**src/rtl/mem_copy_pkg.sv**
```systemverilog
// Shared constants for the byte-serial memory copy engine: default widths,
// maximum copy length and the FSM state encoding.
package mem_copy_pkg;

  localparam int ADDR_W_DEF = 8;
  localparam int DATA_W_DEF = 8;
  localparam int MAX_LEN    = 256;

  typedef logic [2:0] state_t;

  localparam state_t ST_IDLE  = 3'd0;
  localparam state_t ST_READ  = 3'd1;
  localparam state_t ST_WAIT  = 3'd2;
  localparam state_t ST_WRITE = 3'd3;
  localparam state_t ST_DONE  = 3'd4;

endpackage

```
**src/rtl/mem_copy_engine.sv**
```systemverilog
// Byte-serial read-then-write copy master for the data memory port.
// Optional running checksum of written bytes when MEM_COPY_CHECKSUM_EN is defined.
module mem_copy_engine
  import mem_copy_pkg::*;
#(
  parameter int ADDR_W       = ADDR_W_DEF,
  parameter int DATA_W       = DATA_W_DEF,
  parameter int READ_LATENCY = 1
) (
  input  logic              clk,
  input  logic              rst_n,
  input  logic              start,
  input  logic [ADDR_W-1:0] src_addr,
  input  logic [ADDR_W-1:0] dst_addr,
  input  logic [ADDR_W:0]   len,
  output logic              busy,
  output logic              done,
  output logic [ADDR_W:0]   count,
  output logic [ADDR_W-1:0] address,
  output logic              mem_read,
  output logic              mem_write,
  output logic [DATA_W-1:0] write_data,
`ifdef MEM_COPY_CHECKSUM_EN
  output logic [DATA_W-1:0] checksum,
`endif
  input  logic [DATA_W-1:0] read_data
);

  // Request protocol: start is accepted only in a cycle where busy is low;
  // busy then stays high until the cycle after the single-cycle done pulse.
  localparam logic [ADDR_W:0] MAX_CNT  = {1'b1, {ADDR_W{1'b0}}};
  localparam logic [ADDR_W:0] ONE_CNT  = {{ADDR_W{1'b0}}, 1'b1};
  localparam int              WAIT_INI = (READ_LATENCY > 1) ? READ_LATENCY - 2 : 0;
  localparam logic            HAS_WAIT = (READ_LATENCY > 1);

  state_t            state_q, state_d;
  logic [ADDR_W-1:0] src_q, src_d;
  logic [ADDR_W-1:0] dst_q, dst_d;
  logic [ADDR_W:0]   rem_q, rem_d;
  logic [ADDR_W:0]   count_q, count_d;
  logic [1:0]        wait_q, wait_d;

  always_comb begin
    state_d = state_q;
    src_d   = src_q;
    dst_d   = dst_q;
    rem_d   = rem_q;
    count_d = count_q;
    wait_d  = wait_q;
    case (state_q)
      ST_IDLE: begin
        if (start) begin
          count_d = '0;
          if (len != '0) begin
            src_d   = src_addr;
            dst_d   = dst_addr;
            rem_d   = (len > MAX_CNT) ? MAX_CNT : len;
            state_d = ST_READ;
          end else begin
            state_d = ST_DONE;
          end
        end
      end
      ST_READ: begin
        wait_d  = 2'(WAIT_INI);
        state_d = HAS_WAIT ? ST_WAIT : ST_WRITE;
      end
      ST_WAIT: begin
        if (wait_q == 2'd0) state_d = ST_WRITE;
        else                wait_d  = wait_q - 2'd1;
      end
      ST_WRITE: begin
        src_d   = src_q + 1'b1;
        dst_d   = dst_q + 1'b1;
        rem_d   = rem_q - 1'b1;
        count_d = count_q + 1'b1;
        state_d = (rem_q == ONE_CNT) ? ST_DONE : ST_READ;
      end
      ST_DONE:  state_d = ST_IDLE;
      default:  state_d = ST_IDLE;
    endcase
  end

  always_ff @(posedge clk or negedge rst_n) begin
    if (!rst_n) begin
      state_q <= ST_IDLE;
      src_q   <= '0;
      dst_q   <= '0;
      rem_q   <= '0;
      count_q <= '0;
      wait_q  <= '0;
    end else begin
      state_q <= state_d;
      src_q   <= src_d;
      dst_q   <= dst_d;
      rem_q   <= rem_d;
      count_q <= count_d;
      wait_q  <= wait_d;
    end
  end

  // Memory data is already registered, so WRITE forwards it straight through.
  assign busy       = (state_q != ST_IDLE);
  assign done       = (state_q == ST_DONE);
  assign mem_read   = (state_q == ST_READ);
  assign mem_write  = (state_q == ST_WRITE);
  assign count      = count_q;
  assign address    = (state_q == ST_READ)  ? src_q :
                      (state_q == ST_WRITE) ? dst_q : '0;
  assign write_data = (state_q == ST_WRITE) ? read_data : '0;

`ifdef MEM_COPY_CHECKSUM_EN
  logic [DATA_W-1:0] csum_q, csum_d;

  always_comb begin
    csum_d = csum_q;
    if (state_q == ST_IDLE && start)  csum_d = '0;
    else if (state_q == ST_WRITE)     csum_d = csum_q + read_data;
  end

  always_ff @(posedge clk or negedge rst_n) begin
    if (!rst_n) csum_q <= '0;
    else        csum_q <= csum_d;
  end

  assign checksum = csum_q;
`endif

endmodule

```
**config.mk**
```make
export PLATFORM = sky130hd
export DESIGN_NAME = mem_copy_engine
export DESIGN_NICKNAME = d
export VERILOG_FILES = /design/src/rtl/mem_copy_pkg.sv /design/src/rtl/mem_copy_engine.sv
export SDC_FILE = /design/constraint.sdc
export NUM_CORES = 1
export LEC_CHECK = 0
export CORE_UTILIZATION = 45
export CTS_CLUSTER_SIZE = 16
export DETAILED_ROUTE_END_ITERATION = 8
export PLACE_DENSITY = 0.78
export SLEW_MARGIN = 40
export SYNTH_ARGS = -nofsm -noshare
export SYNTH_HDL_FRONTEND = slang
export SYNTH_SLANG_ARGS = --single-unit
```
**constraint.sdc**
```tcl
create_clock -name clk -period 2.2 [get_ports clk]
set_clock_uncertainty 0.05 [all_clocks]
set_input_delay 0.44 -clock clk [delete_from_list [all_inputs] [get_ports clk]]
set_output_delay 0.44 -clock clk [all_outputs]
set_load 0.02 [all_outputs]
```
==> reports/summary.txt <==
N_diodes - 0
CTS Buf Count - 5
First-pass GRT wire length - 11800 um
Clock buffer depth - 2
Synth warn - 0
Post-Layout Cell Count - 440
Crit Path Max Fanout - 31
Sw Ratio - 47.5%
Pre-Repair DR Iteration Count - 4
Clock share of power - 10.1%
IO Pins - 65
Final hold violations - 0
Final Wtd Congestion - 0.897
Mapped Nets - 332
Reg2reg start - rem_q[0]
Sum Neg Setup Slack - 0 ns
Worst R2R End - rem_q[6]
Status - complete, no violations
Clk sink count - 39
Share of layout cells above drive strength 1 - 17.0%
Synth async-reset ratio - 100%
Sequential Power Share - 29.7%
Multi-input gate area - 1390 um^2
Worst slew pin tran - 0.735 ns
Seq/Total Area, Yosys - 38.7%
Largest net degree at the start of global routing - 32
Commonest cells after routing, fill and taps aside - clkdlybuf4s50_1 (43), dfrtp_1 (39), nand2_1 (35)
Pint - 0.00248 W
Combinational Power Share - 60.2%
Area of the die - 5910 um^2
Place WS - -0.0173 ns
Rel. slew slack - 51.0%
Syn avg cell area - 8.69 um^2
Core Area - 5240 um^2
All-Layer GR Usage - 24.6%
Post-synth top area share - 38.7%
Leakage - 1.42 nW
Minimum clock period - 2.11 ns
Detailed placer's ending HPWL - 5020 um
PD cells - 1410 nW/um^2
CP delay by family, top - buffers and inverters
WL/cell - 15.6 um
CP required - 1.71 ns
Top post-synthesis cells by area - dfrtp_1 (39%), nand2_1 (5.2%), a31oi_1 (3.7%), o21ai_0 (3.6%), a21oi_1 (3.4%)
Worst VDD drop - 0.746 mV
Vias per cell - 5.87
PnR worst setup slack - 0.0917 ns
Register area - 976 um^2
Synth area leader - dfrtp_1
Post-CTS Setup Bufs - 0
Initial drt markers - 170
Vias - 2582
EDFF count, synth - 0
Final setup viols - 0
GR Overflow Total - 0
Leading cell type in the layout, fill and taps excluded - clkdlybuf4s50_1
Clk slew on worst S/H paths - 0.08 ns
Synth Flop Type - dfrtp_1
Die height - 76.9 um
Dpl cells - 432
Bufs and invs on worst path - 3
Starting density of the core - 48.1%
Mapped cell area - 2520 um^2
Length in cells of the worst reg-to-reg path - 6
Maximum clock rate - 0.474 GHz
Yosys cell types - 53
Crit. End Element - primary output
R2R Setup Slk - 0.18 ns
Max-cap check violation count - 0
Initial antenna violation count - 0
Post-Route Utilization - 64.0%
Post-Syn Instances - 290
Detail Route Antenna Nets - 0
Critical Path Start - state_q[2]
CP max stage cell - dfrtp_1
Number of global-route vias before repair - 2603
Cell chain of the critical path - nand3b_1 -> inv_1 -> buf_12 -> and2_1 -> clkdlybuf4s15_1
Port Buffers - 64
Htree depth - 2
WHS - 0.104 ns
Area Growth Syn to Fin - 33.1%
Final critical-path share of the clock period - 95.8%
CTS root buffer - clkbuf_8
Fillers - 466
Post-synthesis register bit count - 39
Max Slew Vio Count - 0
RSZ-0062 raised after global routing - no
Critical path class - flop to primary output
Worst EP arrival - 1.62 ns
Row cnt - 26
Max incr delay on CP - 0.40 ns
CTS tree - done
Routed WL - 6890 um
Hold Path Class - input port to async pin
Die width - 76.9 um
Clk Latency, worst-skew pair - 0.29 ns
DRC errors left - 0
Nets - 411
Switching pwr - 0.00225 W
Startpoint types - flop
-- Yosys cell counts, types with 5 or more instances --
cell,count
nor3_1,6
a22o_1,7
ha_1,6
o22ai_1,5
nor4_1,5
dfrtp_1,39
buf_2,7
inv_1,7
a31oi_1,15
nand4_1,6
a21oi_1,17
o31ai_1,6
nand3_1,13
and2_1,10
nor2_1,17
o21ai_0,18
nand2_1,35
-- stage by stage --
step / power [W] / area (um^2)
2_1_floorplan: 0.00328 / 2520
3_3_place_gp: 0.00431 / 3340
3_5_place_dp: 0.00439 / 3340
4_1_cts: 0.00476 / 3400
5_1_grt: 0.00510 / 3350
6_report: 0.00473 / 3350
-- area by class of cell --
| class | instances | share of cell area (%) |
|---|---|---|
| multi-input cells | 225 | 41.4 |
| flip-flops and latches | 39 | 29.1 |
| repair buffers | 91 | 23.7 |
| well taps | 70 | 2.61 |
| clock buffers | 7 | 2.28 |
| inverters | 7 | 0.783 |
| clock inverters | 1 | 0.149 |
-- metal layers --
| layer | global-route usage [%] | wire (um) | up-vias |
|---|---|---|---|
| li1 | - | - | 1250 |
| met1 | 31.5 | 3010 | 1232 |
| met2 | 41.3 | 3360 | 90 |
| met3 | 5.00 | 416 | 10 |
| met4 | 8.27 | 94 | 0 |
| met5 | 0 | 0 | - |
-- sequential cells by signal, summed over array words and instances (netlist names) --
register,count
src_q,8
rem_q,9
wait_q,2
dst_q,8
state_q,3
count,9
-- cell families (layout without fill, tap and decap cells) --
family                   after synthesis  in the layout  synth area share [%]
AO/OA/AOI/OAI                        100            100                  26.3
XOR/XNOR                               1              1                 0.347
adder cells (fa/ha/maj)                6              6                  2.98
multiplexers                           1              1                 0.447
AND/OR/NAND/NOR                      117            117                  25.1
flip-flops                            39             39                  38.7
buffers and inverters                 26            106                  6.20
-- power groups by stage --
stage	registers [W]	logic, W	clock network, W
global route	0.00145	0.00313	0.000518
CTS	0.00139	0.00289	0.000485
detailed placement	0.00140	0.00300	0
global placement	0.00138	0.00293	0
floorplan	0.00138	0.00190	0
finish	0.00140	0.00285	0.000478
-- worst max-delay path by stage --
stage,end,depth (start not counted),slack (ns)
2_1_floorplan,write_data[0],7,0.19
3_3_place_gp,rem_q[1],5,0.02
3_5_place_dp,src_q[7],6,-0.02
4_1_cts,busy,4,0.02
5_1_grt,write_data[1],5,0.004
6_report,write_data[1],5,0.09
-- repair_timing --
item,CTS,global route
pin swaps,0,0
endpoints found under the setup margin,17,19
hold buffers,0,0
endpoints found under the hold margin,0,0
gates resized for setup,17,34
No activity file was read; power rests on OpenSTA's default activity.
